## src/rtl/alu_arbiter.sv

```systemverilog
// Round-robin share of one combinational ALU between two requesters; accept->rsp_valid in 1 edge (MUL_CYCLES for multiply).
// Requests are refused while an op is in flight; the response is held stable until rsp_ready.
module alu_arbiter #(
  parameter int WIDTH      = 32,
  parameter int MUL_CYCLES = 3
) (
  input  logic             clk,
  input  logic             rst_n,
  input  logic             req0_valid,
  output logic             req0_ready,
  input  logic [WIDTH-1:0] req0_srcA,
  input  logic [WIDTH-1:0] req0_srcB,
  input  logic [2:0]       req0_op,
  input  logic             req1_valid,
  output logic             req1_ready,
  input  logic [WIDTH-1:0] req1_srcA,
  input  logic [WIDTH-1:0] req1_srcB,
  input  logic [2:0]       req1_op,
  output logic [WIDTH-1:0] alu_srcA,
  output logic [WIDTH-1:0] alu_srcB,
  output logic [2:0]       alu_control,
  input  logic [WIDTH-1:0] alu_result,
  input  logic             alu_zero,
  output logic             rsp_valid,
  input  logic             rsp_ready,
  output logic [WIDTH-1:0] rsp_result,
  output logic             rsp_zero,
  output logic             rsp_id
);

  localparam int         CNT_W  = (MUL_CYCLES > 1) ? $clog2(MUL_CYCLES) : 1;
  localparam logic [2:0] OP_MUL = 3'b101;

  typedef enum logic [1:0] {IDLE, EXEC, RESP} state_t;

  state_t             state;
  state_t             state_nxt;
  logic               rr_ptr;
  logic [CNT_W-1:0]   cnt;
  logic               grant0;
  logic               grant1;
  logic               accept;
  logic [WIDTH-1:0]   acc_srcA;
  logic [WIDTH-1:0]   acc_srcB;
  logic [2:0]         acc_op;

  always_comb begin
    grant0    = 1'b0;
    grant1    = 1'b0;
    state_nxt = state;
    case (state)
      IDLE: begin
        // rr_ptr only breaks ties; a lone requester always wins
        grant0 = req0_valid && (!req1_valid || !rr_ptr);
        grant1 = req1_valid && (!req0_valid ||  rr_ptr);
        if (grant0 || grant1) state_nxt = EXEC;
      end
      EXEC:    if (cnt == '0) state_nxt = RESP;
      RESP:    if (rsp_ready) state_nxt = IDLE;
      default: state_nxt = IDLE;
    endcase
  end

  assign req0_ready = grant0;
  assign req1_ready = grant1;
  assign accept     = grant0 || grant1;
  assign acc_srcA   = grant1 ? req1_srcA : req0_srcA;
  assign acc_srcB   = grant1 ? req1_srcB : req0_srcB;
  assign acc_op     = grant1 ? req1_op   : req0_op;

  always_ff @(posedge clk or negedge rst_n) begin
    if (!rst_n) state <= IDLE;
    else        state <= state_nxt;
  end

  always_ff @(posedge clk or negedge rst_n) begin
    if (!rst_n) begin
      rr_ptr      <= 1'b0;
      cnt         <= '0;
      alu_srcA    <= '0;
      alu_srcB    <= '0;
      alu_control <= 3'b000;
      rsp_valid   <= 1'b0;
      rsp_result  <= '0;
      rsp_zero    <= 1'b0;
      rsp_id      <= 1'b0;
    end else begin
      if (accept) begin
        alu_srcA    <= acc_srcA;
        alu_srcB    <= acc_srcB;
        alu_control <= acc_op;
        rsp_id      <= grant1;
        rr_ptr      <= ~grant1;
        cnt         <= (acc_op == OP_MUL) ? CNT_W'(MUL_CYCLES - 1) : '0;
      end
      if (state == EXEC) begin
        if (cnt != '0) begin
          cnt <= cnt - 1'b1;
        end else begin
          rsp_result <= alu_result;
          rsp_zero   <= alu_zero;
          rsp_valid  <= 1'b1;
        end
      end
      if (state == RESP && rsp_ready) rsp_valid <= 1'b0;
    end
  end

endmodule
```

## config.mk

```make
export PLATFORM = sky130hd
export DESIGN_NAME = alu_arbiter
export DESIGN_NICKNAME = d
export VERILOG_FILES = /design/src/rtl/alu_arbiter.sv
export SDC_FILE = /design/constraint.sdc
export NUM_CORES = 1
export LEC_CHECK = 0
export CAP_MARGIN = 15
export CORE_MARGIN = 8
export CORE_UTILIZATION = 25
export CTS_BUF_LIST = sky130_fd_sc_hd__clkbuf_16
export CTS_CLUSTER_SIZE = 8
export DETAILED_ROUTE_END_ITERATION = 10
export GPL_TIMING_DRIVEN = 1
export PLACE_DENSITY = 0.56
export SYNTH_ARGS = -nofsm -noshare
export SYNTH_HDL_FRONTEND = slang
export SYNTH_SLANG_ARGS = --single-unit
```

## constraint.sdc

```tcl
create_clock -name clk -period 3.65 [get_ports clk]
set_input_delay 0.9125 -clock clk [delete_from_list [all_inputs] [get_ports clk]]
set_output_delay 0.9125 -clock clk [all_outputs]
set_load 0.02 [all_outputs]
```

# Yosys cells after proc, flatten, opt, wreduce, memory -nomap -nowiden
# Cells that the tools add are included.
[op_classes] add_sub_neg=1 eq_ne=7 mux=16 n_bitwise=2 n_reduce_logical=17
[ops] cell="$mux 32" count=2
[ops] cell="$mux 2" count=7
[ops] cell="$ne 2x2->1 const B" count=3
[ops] cell="$pmux 2 s3" count=1
[ops] cell="$mux 1" count=5
[ops] cell="$logic_not 2->1" count=2
[ops] cell="$logic_or 1x1->1" count=4
[ops] cell="$reduce_and 2->1" count=2
[ops] cell="$reduce_bool 2->1" count=2
[ops] cell="$eq 3x3->1 const B" count=1
[ops] cell="$logic_and 1x1->1" count=3
[ops] cell="$logic_not 1->1" count=3
[ops] cell="$mux 3" count=1
[ops] cell="$reduce_and 3->1" count=1
[ops] cell="$eq 2x1->1 const B" count=1
[ops] cell="$eq 2x2->1 const B" count=1
[ops] cell="$ne 2x1->1 const B" count=1
[ops] cell="$not 1->1" count=2
[ops] cell="$sub 2x1->2 const B" count=1
[totals] register_bits=107 output_inout_bits=104 wordCells=53

# Depth between registers and ports, before layout
[logic_depth] depth_word=10 mapped_depth=6

# Least setup slack after synthesis
# OpenSTA, ideal clock, no wires.
[synth_path] kind="input port to output port" start="input port req1_valid" end="output port req1_ready" arrival_ps=1667 required_time_ps=2738 path_slack_ps=1071 path_stages=5 n_path_buf=2 cell_sequence="nor3b_2 -> nand2_1 -> buf_2 -> buf_6 -> inv_1"
[synth_via] elab_chain_len=2
[synth_rtl] item="start, declared" line_no="14" rtl="input logic req1_valid,"
[synth_rtl] item="$logic_and 1x1->1" line_no="55" rtl="grant1 = req1_valid && (!req0_valid || rr_ptr);"
[synth_rtl] item="$mux 1" line_no="51" rtl="case (state)"
[synth_rtl] item="end, declared" line_no="15" rtl="output logic req1_ready,"
# Every way passes these cells.

# Worst setup path after layout
# Same ends and word-level chain as after synthesis.

==> impl_metrics.tcl <==
set metrics [dict create \
    status "completed" \
    grt_overflow 0 \
    antenna_left 0 \
    core_um2 18600 \
    critical_path_class "input pin to primary output" \
    synth.cell_area_um2 4710 \
    power_mw 6.91 \
    dp_hpwl_um 13000 \
    port_buffers 275 \
    path_max_fanout 5 \
    critical_path_arrival_ns 2.51 \
    ios 276 \
    grt_pass1_vias 4677 \
    die_h_um 153 \
    drv_slew 0 \
    postCtsSetupBuffers 0 \
    min_period_ns 3.42 \
    dieWidth_um 153 \
    peakVddDrop_mv 0.297 \
    antenna_found_initial 0 \
    num_rows 50 \
    maxSlewHeadroom_pct 47.6 \
    dieArea_um2 23500 \
    async_reset_ff_share_pct 100 \
    syn_to_final_growth_pct 68.8 \
    gp_congestion 0.741 \
    clk_pin_slew_ns 0.07 \
    fmax_mhz 292 \
    final_common_cell "clkdlybuf4s50_1" \
    finClkSkew_ns 0.00845 \
    grt_max_degree 68 \
    dp.cells 851 \
    syn_inst 370 \
    wl_um 18200 \
    diodes 0 \
    fin_nets 800 \
    regToRegStartpoint "state[1]" \
    cts-buffers-inserted 9 \
    wl_per_cell_um 21.0 \
    fin_crit_sh_pct 93.7 \
    hold_viol_final 0 \
    rsz0062_at_grt "no" \
    drc 0 \
    worstSetupStartpointType "input pin" \
    crit_required_ns 2.74 \
    final_cells 865 \
    ys.flop_type "dfrtp_1" \
    rr_endpoint "alu_srcB[21]" \
    drive_above_1_share_pct 9.67 \
    hold_start "rsp_result[29]" \
    cts_tree "yes" \
    firstDrtPassIters 4 \
    root_buffer "clkbuf_16" \
    setup_violations 0 \
    cts-resized-gates 0 \
    avgSynthCellArea_um2 12.7 \
    holdPathEnd "rsp_result[29]" \
    setup-tns-final_ns 0 \
    route.vias.total 4268 \
    maxCapViolations 0 \
    cts_hold_buf 0 \
    clk_latency_ns 0.35 \
    cts.path.max_buffers 2 \
    rrSetupSlack_ns 1.74 \
    timing.final.ws_setup_ns 0.229 \
    power.density_nw_per_um2 869 \
    synth-edff-count 0 \
    min_path_cells 1 \
    ys_seq_area_share_pct 56.8 \
    avgViaCountPerCell 4.93 \
    layout_common_cells "274 x clkdlybuf4s50_1, 107 x dfrtp_1, 94 x and3_1" \
    grtUsageTotal_pct 15.1 \
    cts_max_level 3 \
    yosysWarnings 0 \
    drt_iter0_drc 146 \
    power.leakage_nw 3.53 \
    place_ws_ns 0.212 \
    syn_nets 542 \
    hp-class "flip-flop to flip-flop" \
    ys_types 30 \
    tightest_slew_ns 0.785 \
    start_util_pct 25.4 \
    worst_setup_path_end_kind "primary output" \
    reg2regPathDepth 5 \
    grt_pass1_wl_um 27900 \
    clkSinkCount 107 \
    ys_ff_latch 107 \
]
[area by class of cell]
type                            instances  area [µm²]
Clock buffer                            9         225
Clock inverter                          5        80.1
Fill cell                            1719       10600
Inverter                                3        11.3
Multi-Input combinational cell        222        1830
Sequential cell                       107        2680
Tap cell                              234         293
Timing Repair Buffer                  285        2840
[power breakdown]
group	switching [mW]	leakage (nW)	internal, mW
Clock	0.430	0.149	0.594
Sequential	0.358	1.29	1.79
Combinational	1.84	2.09	1.90
Total	2.63	3.53	4.28
[how the worst max path moves through the flow]
| stage | from | endpoint | slack, ns | cells past startpoint |
|---|---|---|---|---|
| after floorplan | req1_valid | req1_ready | 1.07 | 5 |
| after global placement | req1_valid | req1_ready | 0.23 | 5 |
| after detailed placement | req1_valid | req1_ready | 0.21 | 5 |
| after CTS | req1_valid | req1_ready | 0.21 | 5 |
| after global routing | req1_valid | req1_ready | 0.13 | 5 |
| final | req1_valid | req1_ready | 0.23 | 5 |
[per-layer routing]
layer | vias to the layer above | track usage [%] | routed length, µm
li1 | 1948 | - | -
met1 | 2109 | 18.3 | 7900
met2 | 197 | 25.3 | 8630
met3 | 14 | 4.31 | 1400
met4 | 0 | 5.04 | 254
met5 | - | 0 | 0
[cells in the mapped netlist, types with 2 or more instances]
library cell,instances,area share [%]
inv_1,3,0.24
nor2_1,3,0.24
mux2_2,31,7.4
and3_1,94,12
buf_6,5,1.2
buf_2,11,1.2
nand2b_1,4,0.53
clkbuf_1,19,1.5
dfrtp_1,107,57
o21ai_0,2,0.21
buf_4,3,0.48
mux2_1,2,0.48
a221o_1,67,14
nand2_1,3,0.24
[metrics by stage]
step / utilization (%) / hold slack, ns / cell area [µm²]
floorplan: - / 0.472 / 4710
global placement: 41.2 / 0.482 / 7650
detailed placement: 41.2 / 0.494 / 7650
CTS: 42.8 / 0.510 / 7950
global route: 42.8 / 0.521 / 7950
finish: 42.8 / 0.506 / 7950
[flip-flops by register name, summed over array words and instances, names as in the netlist]
signal       count
alu_control      3
cnt              2
rr_ptr           1
alu_srcB        32
rsp_id           1
rsp_zero         1
rsp_result      32
rsp_valid        1
state            2
alu_srcA        32
[cells by family (layout without fill, tap and decap cells)]
group,Yosys count,count (layout),share of synthesized area (%)
buffers and inverters,41,302,4.59
flip-flops,107,107,56.8
AND/OR/NAND/NOR,112,112,14.9
multiplexers,33,33,7.89
AO/OA/AOI/OAI,77,77,15.8
[critical path: stages]
cell and delay (ns):
clkdlybuf4s50_1 0.55, nor3b_4 0.22, nand2_1 0.09, inv_1 0.06
clkdlybuf4s50_1 0.67
Power figures use the tool's default switching activity.
